## config.mk

```make
export PLATFORM = sky130hd
export DESIGN_NAME = wall_spawn_scheduler
export DESIGN_NICKNAME = d
export VERILOG_FILES = /design/src/rtl/wall_pkg.sv /design/src/rtl/wall_height_fifo.sv /design/src/rtl/wall_spawn_scheduler.sv
export SDC_FILE = /design/constraint.sdc
export NUM_CORES = 1
export LEC_CHECK = 0
export BUFFER_PORTS_ARGS = -buffer_cell sky130_fd_sc_hd__buf_2
export CORE_ASPECT_RATIO = 0.8
export CORE_MARGIN = 1.5
export CORE_UTILIZATION = 52
export DETAILED_ROUTE_END_ITERATION = 6
export PLACE_DENSITY = 0.75
export SKIP_LAST_GASP = 1
export SYNTH_ARGS = -nofsm -noshare
export SYNTH_HDL_FRONTEND = slang
export SYNTH_HIERARCHICAL = 1
export SYNTH_SLANG_ARGS = --single-unit
```

## constraint.sdc

```tcl
create_clock -name clk -period 2.3 [get_ports clk]
set_input_delay 0.115 -clock clk [delete_from_list [all_inputs] [get_ports clk]]
set_output_delay 0.115 -clock clk [all_outputs]
set_load 0.005 [all_outputs]
```

## src/rtl/wall_pkg.sv

```systemverilog
// wall_pkg: shared types and defaults for the wall spawn scheduler.
// Height width, fetch FSM states, default constants and the clamp helper.
package wall_pkg;

    localparam int HEIGHT_W           = 8;
    localparam int DEF_SPAWN_INTERVAL = 40;
    localparam int DEF_MIN_HEIGHT     = 8;
    localparam int DEF_MAX_HEIGHT     = 80;
    localparam int DEF_MIN_INTERVAL   = 16;

    typedef enum logic [1:0] {
        IDLE,
        REQ,
        WAIT
    } fetch_state_t;

    function automatic logic [HEIGHT_W-1:0] clamp_height(
        input logic [HEIGHT_W-1:0] h,
        input logic [HEIGHT_W-1:0] lo,
        input logic [HEIGHT_W-1:0] hi
    );
        if (h < lo) return lo;
        if (h > hi) return hi;
        return h;
    endfunction

endpackage

```

## src/rtl/wall_height_fifo.sv

```systemverilog
// wall_height_fifo: DEPTH-entry synchronous FIFO of clamped wall heights.
// Registered level; simultaneous push and pop leave the level unchanged.
module wall_height_fifo
    import wall_pkg::*;
#(
    parameter int DEPTH = 4,
    localparam int AW = $clog2(DEPTH),
    localparam int LW = AW + 1
) (
    input  logic                clk,
    input  logic                reset,
    input  logic                clear,
    input  logic                push,
    input  logic [HEIGHT_W-1:0] din,
    input  logic                pop,
    output logic [HEIGHT_W-1:0] dout,
    output logic [LW-1:0]       level
);

    logic [HEIGHT_W-1:0] mem [DEPTH];
    logic [AW-1:0]       rd_ptr;
    logic [AW-1:0]       wr_ptr;
    logic                wr_en;
    logic                rd_en;

    assign wr_en = push && (level < LW'(DEPTH));
    assign rd_en = pop && (level != '0);
    assign dout  = mem[rd_ptr];

    // pointer and occupancy bookkeeping
    always_ff @(posedge clk or posedge reset) begin
        if (reset) begin
            rd_ptr <= '0;
            wr_ptr <= '0;
            level  <= '0;
        end else if (clear) begin
            rd_ptr <= '0;
            wr_ptr <= '0;
            level  <= '0;
        end else begin
            if (wr_en) wr_ptr <= wr_ptr + AW'(1);
            if (rd_en) rd_ptr <= rd_ptr + AW'(1);
            level <= level + LW'(wr_en) - LW'(rd_en);
        end
    end

    // storage array, data only so no reset needed
    always_ff @(posedge clk) begin
        if (wr_en) mem[wr_ptr] <= din;
    end

endmodule

```

## src/rtl/wall_spawn_scheduler.sv

```systemverilog
// wall_spawn_scheduler: prefetches clamped heights and spawns one wall per interval.
// Optional WALL_DIFFICULTY_RAMP_EN shortens the interval every 8 accepted walls.
module wall_spawn_scheduler
    import wall_pkg::*;
#(
    parameter int DEPTH          = 4,
    parameter int SPAWN_INTERVAL = DEF_SPAWN_INTERVAL,
    parameter int MIN_HEIGHT     = DEF_MIN_HEIGHT,
    parameter int MAX_HEIGHT     = DEF_MAX_HEIGHT,
    parameter int MIN_INTERVAL   = DEF_MIN_INTERVAL
) (
    input  logic                clk,
    input  logic                reset,
    input  logic                run,
    input  logic                clear,
    input  logic                tick,
    output logic                gen_req,
    input  logic                gen_valid,
    input  logic [HEIGHT_W-1:0] gen_height,
    output logic                wall_valid,
    input  logic                wall_ready,
    output logic [HEIGHT_W-1:0] wall_height,
    output logic [7:0]          wall_id,
    output logic [2:0]          fifo_level
);

    localparam int MAXI = (SPAWN_INTERVAL > MIN_INTERVAL) ?
                          SPAWN_INTERVAL : MIN_INTERVAL;
    localparam int IW = $clog2(MAXI + 1);
    localparam int LW = $clog2(DEPTH) + 1;
    localparam logic [HEIGHT_W-1:0] MIN_H = HEIGHT_W'(MIN_HEIGHT);
    localparam logic [HEIGHT_W-1:0] MAX_H = HEIGHT_W'(MAX_HEIGHT);
    localparam logic [IW-1:0] START_IVAL  = IW'(SPAWN_INTERVAL);

    fetch_state_t        state;
    logic [IW-1:0]       timer;
    logic [IW-1:0]       ival;
    logic                pending;
    logic [LW-1:0]       level;
    logic [HEIGHT_W-1:0] head;
    logic [HEIGHT_W-1:0] push_h;
    logic                push;
    logic                pop;
    logic                accept;
    logic                due;

    assign push_h = clamp_height(gen_height, MIN_H, MAX_H);
    assign push   = (state == WAIT) && gen_valid && !clear;
    assign pop    = run && pending && (level != '0) && !wall_valid && !clear;
    assign accept = wall_valid && wall_ready;
    assign due    = run && tick && (timer == ival - IW'(1));

    assign fifo_level = 3'(level);

    wall_height_fifo #(
        .DEPTH (DEPTH)
    ) u_fifo (
        .clk   (clk),
        .reset (reset),
        .clear (clear),
        .push  (push),
        .din   (push_h),
        .pop   (pop),
        .dout  (head),
        .level (level)
    );

    // fetch FSM: one outstanding generator request at a time
    always_ff @(posedge clk or posedge reset) begin
        if (reset) begin
            state   <= IDLE;
            gen_req <= 1'b0;
        end else if (clear) begin
            state   <= IDLE;
            gen_req <= 1'b0;
        end else begin
            gen_req <= 1'b0;
            unique case (state)
                IDLE: begin
                    if (level < LW'(DEPTH)) begin
                        state   <= REQ;
                        gen_req <= 1'b1;
                    end
                end
                REQ:  state <= WAIT;
                WAIT: if (gen_valid) state <= IDLE;
                default: state <= IDLE;
            endcase
        end
    end

    // spawn timer; a due while already pending is absorbed
    always_ff @(posedge clk or posedge reset) begin
        if (reset) begin
            timer   <= '0;
            pending <= 1'b0;
        end else if (clear) begin
            timer   <= '0;
            pending <= 1'b0;
        end else begin
            if (run && tick) timer <= due ? '0 : timer + IW'(1);
            if (due)      pending <= 1'b1;
            else if (pop) pending <= 1'b0;
        end
    end

`ifdef WALL_DIFFICULTY_RAMP_EN
    localparam logic [IW-1:0] MIN_I = IW'(MIN_INTERVAL);

    logic [IW-1:0] target;
    logic [2:0]    acc_cnt;

    // difficulty ramp: new target applied only at the next wrap
    always_ff @(posedge clk or posedge reset) begin
        if (reset) begin
            target  <= START_IVAL;
            ival    <= START_IVAL;
            acc_cnt <= '0;
        end else if (clear) begin
            target  <= START_IVAL;
            ival    <= START_IVAL;
            acc_cnt <= '0;
        end else begin
            if (due) ival <= target;
            if (accept) begin
                acc_cnt <= acc_cnt + 3'd1;
                if (acc_cnt == 3'd7) begin
                    target <= (target >= MIN_I + IW'(2)) ?
                              target - IW'(2) : MIN_I;
                end
            end
        end
    end
`else
    assign ival = START_IVAL;
`endif

    // wall descriptor register, held until the consumer takes it
    always_ff @(posedge clk or posedge reset) begin
        if (reset) begin
            wall_valid  <= 1'b0;
            wall_height <= '0;
            wall_id     <= '0;
        end else if (clear) begin
            wall_valid  <= 1'b0;
            wall_height <= '0;
            wall_id     <= '0;
        end else if (pop) begin
            wall_valid  <= 1'b1;
            wall_height <= head;
        end else if (accept) begin
            wall_valid  <= 1'b0;
            wall_id     <= wall_id + 8'd1;
        end
    end

endmodule

```

; After elaboration in Yosys (flattened, before gate mapping)
; Memories as Yosys holds them, arrays and structs flattened.
; Cells that the tools add are included.
; W data, S select, Z words.
[word_totals]
regBits = 34
output_inout_bits = 21
memories = 1
elab_cells = 85
ram_bits = 32
[classes]
n_reduce_logical = 24
magnitude_cmp = 3
n_mux = 35
n_addsub = 6
eq_ne = 6
[mem_list]
columns = memory, words, word_bits, read_ports, rd_ports_with_merged_regs, wr, line
row1 = u_fifo.mem, 4, 8, 1, 0, 1, wall_height_fifo.sv:20  ; logic [HEIGHT_W-1:0] mem [DEPTH];
[ops]
columns = operator, count
row1 = $mux W8, 9
row2 = $mux W6, 3
row3 = $mux W1, 14
row4 = $mux W2, 7
row5 = $logic_and A1 B1 Y1, 11
row6 = $reduce_bool A2 Y1, 5
row7 = $reduce_bool A3 Y1, 3
row8 = $add A8 B1 Y8 const B, 1
row9 = $gt A8 B7 Y1 const B, 1
row10 = $lt A8 B4 Y1 const B, 1
row11 = $add A6 B1 Y6 const B, 1
row12 = $eq A6 B6 Y1 const B, 1
row13 = $ne A3 B3 Y1 const B, 2
row14 = $pmux W2 S3, 1
row15 = $add A2 B1 Y2 const B, 2
row16 = $reduce_and A2 Y1, 2
row17 = $add A3 B1 Y3, 1
row18 = $lt A3 B3 Y1 const B, 1
row19 = $mux W3, 1
row20 = $sub A3 B1 Y3, 1
row21 = $eq A2 B1 Y1 const B, 1
row22 = $eq A2 B2 Y1 const B, 1
row23 = $logic_not A1 Y1, 2
row24 = $logic_not A2 Y1, 1
row25 = $ne A2 B2 Y1 const B, 1

; Longest topological paths before layout
; Gate-level depths: netlist of run 1.
[logic_depth]
depth_word = 7
depth_mapped = 12
ltp_nobuf = 11

; Hierarchy
; Netlist of run 1, hierarchy kept.
[by_module_without_submodules]
columns = module, area_each_um2, cells_each, instances
row1 = wall_height_fifo, 1586.5, 83, 1
row2 = wall_spawn_scheduler, 1356.3, 148, 1

; Worst setup path before layout of run 1
; OpenSTA, ideal clock, no wires.
[synth_timing]
kind = register to register
startpoint = register u_fifo.level[1]
endpoint = register u_fifo.level[2]
stages_incl_launch_ff = 13
slack_ns = -0.163
synth_period_minus_slack_ns = 2.463
setup_time_ns = 0.119
arrival_ns = 2.344
required_ns = 2.181
cell_sequence = dfrtp_1 or3_1 clkbuf_1 nand2_1 nor2_1 o31a_1 ha_1 inv_1 ha_1 inv_1 fa_1 xnor2_1 nor2_1
[synth_between]
elab_chain_len = 7
elab_cells_between_ends = 10
cone_classes = 2 x add/sub / 1 x order compare / 1 x mux / 6 x reduce/logical
[synth_lines]
columns = item, line
row1 = start: declaration, wall_height_fifo.sv:17  ; output logic [LW-1:0] level
row2 = start signal: assignment, wall_height_fifo.sv:43  ; level <= level + LW'(wr_en) - LW'(rd_en);
row3 = $reduce_bool A3 Y1, wall_spawn_scheduler.sv:49  ; assign pop = run && pending && (level != '0) && !wall_valid && !clear;
row4 = $logic_and A1 B1 Y1 (3 in series), wall_spawn_scheduler.sv:49
row5 = via pop, wall_spawn_scheduler.sv:43  ; logic pop;
row6 = $logic_and A1 B1 Y1, wall_height_fifo.sv:27  ; assign rd_en = pop && (level != '0);
row7 = $sub A3 B1 Y3, wall_height_fifo.sv:43
row8 = $mux W3, wall_height_fifo.sv:36  ; end else if (clear) begin
; The timed path passes the listed nets, and every way through them passes these cells.
; A chain may end at the register's enable or synchronous reset.

; Worst setup path after layout of run 1
; Same ends and word-level chain as after synthesis.

==> summary.txt, run 1 <==
Status
  • Outcome: finished clean

Die
  • Total die area: 0.00612 mm^2
  • Cell Rows: 24
  • Boundary Pins: 36
  • Die W: between 80 and 90 um
  • Core Region: 0.00547 mm^2
  • Initial core utilization: 0.538
  • Die H: about 70 um

Power and ir drop
  • Lkg Pwr: 1.44 nW
  • Max VDD drop: around 0.00044 V
  • Total power after layout: 2.17 mW
  • PD cells: roughly 620 mW/mm^2

Clocking
  • Clk_lat worst skew: 0.34 ns
  • Clock buffer depth: 2
  • Setup bufs post-CTS: 0
  • CTS tree: yes
  • Clock Sinks: 66
  • Num CTS Buffers: 9
  • CTS root buf: clkbuf_8
  • CTS HTree Levels: 3
  • Clock transition at the registers of the reported paths: roughly 0.07 ns

Cells and area
  • Layout Utilization: 0.636
  • Layout net count: 308
  • Synthesis-to-finish area growth: 18.0%
  • # diodes: 0
  • Share of layout cells above drive strength 1: 0.273
  • Fill cells: 448

Placement
  • IO buf count: 35
  • Final RePlAce weighted congestion: approximately 0.77
  • Final HPWL DP: 3740 um

Yosys
  • Post-synthesis xor/xnor area fraction: 0.0238
  • Largest family of logic cells by synthesized area: simple AND/OR/NAND/NOR gates
  • Main area contributors after synthesis: edfxtp_1 33%, dfrtp_1 29%, mux4_2 6.1%
  • Syn. warnings: 6
  • Sequential area share after synthesis: 0.616
  • Top cells by count, synth: 34 x dfrtp_1, 32 x edfxtp_1, 19 x a21oi_1
  • Top-count cell post-synth: dfrtp_1
  • Post-synth EDFFs: 32
  • Synth Area in Compound Gates: 0.0825
  • Netlist cell types: 42
  • Post-synth top flop: dfrtp_1
  • Ys async rst share: 0.515
  • Yosys top cell area share: 0.327
  • Mux contribution to synthesized area: 0.0714
  • Simple-Gate Fraction of Synth Area: 0.136
  • Post-synth top area cell: edfxtp_1
  • Yosys reg bits: 66
  • Cell Area, Synth: 0.00294 mm^2
  • Mapped Avg Cell Area: 12.7 um^2
  • Adder-cell share of the synthesized area: 0.0408
  • Mapped Cells: 231

Timing
  • Pins over their slew limit: 0
  • Crit share post-route: 0.965
  • Fin crit period: 2.22 ns
  • Slew @ Worst Pin: 0.571 ns
  • Final Hold Fails: 0
  • RSZ-0062 raised after global routing: yes
  • Final setup vio count: 0
  • Fin Clk Skew: 0.00963 ns
  • Worst rel slew slack: 0.619
  • Maximum clock frequency: 451 MHz
  • Hold Slack: about 0.07 ns

Critical path
  • Worst reg2reg startpoint: u_fifo/level[1]
  • Req. time, crit path: about 2.5 ns
  • Worst Setup Start Kind: flip-flop
  • Crit Path Category: reg2reg
  • Crit. End Element: flip-flop
  • Crit-path max FO: 2
  • Crit path DAT: 2.44 ns
  • Critical path origin: u_fifo/level[1]

Worst hold path
  • Hold path start: tick
  • Min-delay worst type: in2reg

Drt
  • Pre-antenna DRT Iters: 4
  • 1st-iter DRT viols: 110
  • DR vias/cell: 5.34
  • Wire length per cell: around 15 um
  • DRC: 0
  • Via count: 1960
  • Final ANT Viol Nets: 0
  • Final WL: approximately 5400 um

GRT
  • Largest net degree at the start of global routing: 33
  • Gr ovfl total: 0
  • First-pass GRT wire length: 8910 um
  • Vias in the first global route: 1849
  • Initial antenna violation count: 0
  • All-Layer GR Usage: 0.197

Job
  • Number of max-cap violations: 0
==> flip-flops by register name, indices dropped and copies added, names as in the netlist <==
signal	cells
wall_id	8
u_fifo/level	3
timer	6
wall_valid	1
u_fifo/rd_ptr	2
wall_height	8
u_fifo/mem	32
state	2
pending	1
gen_req	1
u_fifo/wr_ptr	2
==> power breakdown <==
group / switching [mW] / internal [mW] / leakage, nW
registers: 0.00724 / 1.25 / 0.760
logic: 0.0583 / 0.0352 / 0.593
clock network: 0.401 / 0.416 / 0.0872
total: 0.466 / 1.70 / 1.44
==> worst max-delay path, cell delays in order, from the launching register on <==
cell and delay [ns]:
dfrtp_2 0.40, or3_4 0.38, nand2_4 0.07, nor2_2 0.04, o31a_1 0.12, ha_1 0.28, inv_1 0.06, ha_2 0.16
inv_2 0.03, fa_2 0.35, xnor2_2 0.16, nor2_1 0.05
==> placed cells by master, fill, tap and decap left out, types with 2 or more instances in the layout <==
cell,synthesis,routed
nor3_1,4,4
nand2_1,9,8
or3_1,6,5
o31ai_1,2,2
nand3_1,15,15
edfxtp_1,32,32
ha_1,8,7
o21ai_0,15,15
clkbuf_1,3,3
dlygate4sd3_1,0,2
nor4_1,2,2
or4_1,3,3
buf_2,3,35
clkbuf_8,0,10
clkinv_2,0,3
dfrtp_1,34,33
mux4_2,8,8
or2_2,2,2
conb_1,1,4
xnor2_1,3,2
and2_1,7,7
nand4_1,3,3
mux2i_1,3,3
a21oi_1,19,19
nor2_1,14,13
buf_4,0,10
xor2_1,5,5
inv_1,11,10
nor2b_1,2,2
==> worst paths after layout <==
check	to	slack [ns]	cells past startpoint
max	u_fifo/level[2]	0.08	11
min	timer[1]	0.07	3
max reg2reg	u_fifo/level[2]	0.08	11
min reg2reg	state[0]	0.50	1
max in group asynchronous	timer[4]	1.63	4
min in group asynchronous	u_fifo/wr_ptr[0]	0.27	3
==> layout make-up <==
class | instances | area, um^2 | area share
sequential | 66 | 1810 | 0.522
clock buffer | 13 | 149 | 0.0429
multi-input combinational | 149 | 1090 | 0.313
tap | 78 | 97.6 | 0.0281
timing repair buffer | 47 | 270 | 0.0778
inverter | 11 | 41.3 | 0.0119
clock inverter | 3 | 15.0 | 0.00432
==> per-layer routing <==
layer	GRT usage	routed length [um]
met1	0.284	2480
met5	0	0
met3	0.0686	306
met2	0.284	2510
met4	0.0564	70
==> kinds of logic after synthesis <==
| family | Yosys count |
|---|---|
| AND/OR/NAND/NOR | 74 |
| flip-flops | 66 |
| AO/OA/AOI/OAI | 43 |
| buffers and inverters | 19 |
| multiplexers | 11 |
| adder cells (fa/ha/maj) | 9 |
| XOR/XNOR | 8 |
| other | 1 |
==> through the flow <==
stage / std cells / setup TNS (ns) / setup WS, ns / cell area [um^2]
final: 367 / 0 / 0.0810 / 3470
after global routing: 367 / -0.117 / -0.0712 / 3470
after CTS: 367 / 0 / 0.0662 / 3450
after detailed placement: 349 / 0 / 0.0766 / 3270
after global placement: 349 / 0 / 0.131 / 3270
after floorplan: 234 / -0.0251 / -0.0251 / 2970
==> timing repair <==
item | in CTS | in global routing
hold buffers | 2 | 0
hold endpoints to repair | 35 | 0
endpoints found under the setup margin | 0 | 2
resized for setup | 0 | 6
No activity file was read; power rests on OpenSTA's default activity.
==> inputs of run 2 (changes only) <==
==> constraint.sdc (replaced) <==
create_clock -name clk -period 2 [get_ports clk]
set_input_delay 0.1 -clock clk [delete_from_list [all_inputs] [get_ports clk]]
set_output_delay 0.1 -clock clk [all_outputs]
set_load 0.005 [all_outputs]
==> run 2 against run 1 <==
Net effect: the flow now finishes with violations (setup timing); power up 17%; global-route usage grew 1.0 points; combinational power rose by 25%; fmax shrank 0.79%; sequential cell count unchanged; routed wire length rose by 4.2%; worst hold slack worse by 0.056 ns; register-to-register slack worse by 0.32 ns; design area increased by 1.4%; critical endpoint is now u_fifo/level[1].
==> summary.txt, run 2 (synthesized netlist as in run 1, its figures left out) <==
Status
  • Outcome: complete, but fails checks
  • Failing checks: setup timing

Critical path
  • Crit path DAT: 2.44 ns (about the same)
  • Req. time, crit path: 2.20 ns (-0.32 ns)
  • Worst Setup Start Kind: flip-flop
  • CP most frequent cell: ha_1
  • Crit-path max FO: 2 (unchanged)
  • Crit path cell chain: or3_4 > nand2_4 > nor2_2 > o31a_1 > ha_1 > inv_1 > ha_1 > inv_2 > fa_2 > nor2_1
  • Crit. End Element: flip-flop
  • CP max-delay cell: fa_2
  • Crit Path Category: reg2reg
  • CP peak stage delay: 0.51 ns (+0.11 ns)

Drt
  • 1st-iter DRT viols: 123 (+12%)
  • Pre-antenna DRT Iters: 4 (unchanged)
  • DRC: 0 (unchanged)
  • Final WL: 5600 um (+4.2%)
  • Wire length per cell: 15.0 um (+2.5%)
  • Via count: 1996 (+1.8%)
  • Final ANT Viol Nets: 0 (unchanged)
  • DR vias/cell: 5.35 (+0.20%)

Worst hold path
  • Min-delay worst type: in2reg

GRT
  • Gr ovfl total: 0 (unchanged)
  • Initial antenna violation count: 0 (unchanged)
  • Largest net degree at the start of global routing: 33 (unchanged)
  • All-Layer GR Usage: 0.207 (+0.0100)
  • Vias in the first global route: 1920 (+3.8%)
  • First-pass GRT wire length: 9230 um (+3.6%)

Cells and area
  • Max FFs per register: 32 (unchanged)
  • Most frequent cells in the layout: 35 x buf_2, 33 x dfrtp_1, 32 x edfxtp_1, 19 x a21oi_1, 17 x buf_4
  • Multi-input gate area: 0.00108 mm^2 (-0.23%)
  • Biggest register: u_fifo/mem
  • Fill cells: 463 (+3.3%)
  • Regs by FF count: u_fifo/mem (32), wall_height (8), wall_id (8)
  • Layout Utilization: 0.645 (+0.00916)
  • Layout net count: 314 (+1.9%)
  • Synthesis-to-finish area growth: 19.7%
  • Most common cell after layout, fill and taps aside: buf_2
  • # diodes: 0 (unchanged)
  • Share of layout cells above drive strength 1: 0.292 (+0.0182)
  • Sequential cell area: 0.00181 mm^2 (unchanged)

Die
  • Total die area: 0.00612 mm^2 (unchanged)
  • Boundary Pins: 36 (unchanged)
  • Initial core utilization: 0.538 (unchanged)
  • Die W: 87.1 um (unchanged)
  • Die H: 70.3 um (unchanged)
  • Core Region: 0.00547 mm^2 (unchanged)
  • Cell Rows: 24 (unchanged)

Clocking
  • Num CTS Buffers: 9 (unchanged)
  • CTS HTree Levels: 3 (unchanged)
  • Clock Sinks: 66 (unchanged)
  • Clk_lat worst skew: 0.33 ns (about the same)
  • CTS tree: yes
  • Setup bufs post-CTS: 0 (unchanged)
  • Clock buffer depth: 2 (unchanged)
  • Clock transition at the registers of the reported paths: 0.07 ns (about the same)
  • CTS root buf: clkbuf_8

Power and ir drop
  • PD cells: 722 mW/mm^2 (+16%)
  • Max VDD drop: 0.000467 V (+6.4%)
  • Lkg Pwr: 1.48 nW (+2.8%)

Placement
  • IO buf count: 35 (unchanged)
  • Pre-CTS WS: -0.225 ns (-0.302 ns)
  • Final RePlAce weighted congestion: 0.773 (+0.83%)
  • Final HPWL DP: 3910 um (+4.6%)

Timing
  • RSZ-0062 raised after global routing: yes
  • Crit share post-route: 1.12 (+0.154)
  • Sum Neg Setup Slack: -0.433 ns (-0.433 ns)
  • Pins over their slew limit: 0 (unchanged)
  • Fin Clk Skew: 0.00464 ns (-0.00500 ns)
  • Setup ws final: -0.237 ns (-0.318 ns)
  • Final Hold Fails: 0 (unchanged)
  • Final setup vio count: 2 (+2)
  • Slew @ Worst Pin: 0.590 ns (+0.0191 ns)
  • Worst rel slew slack: 0.601 (-0.0183)
  • Maximum clock frequency: 447 MHz (-0.79%)
  • Fin crit period: 2.24 ns (+0.0176 ns)

Job
  • Number of max-cap violations: 0 (unchanged)
## run 2: layout make-up
cell class              instances  area share
clock buffers                  13      0.0451
clock inverters                 3     0.00426
inverters                      11      0.0117
multi-input cells             149       0.308
flip-flops and latches         66       0.515
well taps                      78      0.0277
repair buffers                 53      0.0888
## run 2: report_power, final
| group | internal [mW] | switching [mW] | total, mW |
|---|---|---|---|
| Clock | 0.512 | 0.470 | 0.982 |
| Sequential | 1.44 | 0.00631 | 1.44 |
| Combinational | 0.0451 | 0.0717 | 0.117 |
## run 2: path summary, 6_finish.rpt
| check | startpoint | to | slack, ns | cells after the start |
|---|---|---|---|---|
| max in group asynchronous | reset | wall_height[7] | 1.34 | 4 |
| worst min-delay path | clear | state[1] | 0.01 | 2 |
| worst max-delay path | u_fifo/level[0] | u_fifo/level[1] | -0.24 | 10 |
| worst max register to register | u_fifo/level[0] | u_fifo/level[1] | -0.24 | 10 |
| worst min register to register | state[1] | state[0] | 0.54 | 2 |
| min in group asynchronous | reset | u_fifo/wr_ptr[1] | 0.25 | 3 |
## run 2: through the flow
step	instances	hold slack, ns	instance area [um^2]	total power, mW
final	373	0.0147	3520	2.54
after global routing	373	0.0149	3520	2.64
after CTS	373	0.000936	3510	2.56
after detailed placement	356	0.0554	3320	1.59
after global placement	356	0.0506	3320	1.58
after floorplan	234	-0.0967	2970	1.53
## run 2: timing repair
item / 4_1_cts / 5_1_grt
pin swaps: 1 / 1
gates resized for setup: 2 / 3
hold buffers: 1 / 0
hold endpoints to repair: 34 / 0
setup endpoints to repair: 2 / 2
## run 2: routing by layer
metal | GRT usage | vias to the layer above | routed length, um
li1 | - | 965 | -
met1 | 0.282 | 972 | 2460
met2 | 0.313 | 55 | 2760
met3 | 0.0827 | 4 | 355
met4 | 0.0529 | 0 | 23
met5 | 0 | - | 0
## run 2: critical path: cells and delay by family, from the launching register on
kind	cells	cell delay [ns]
buf+inv	2	0.10
compound gates	1	0.12
flops	1	0.39
simple gates	4	0.56
fa+ha+maj	3	0.94
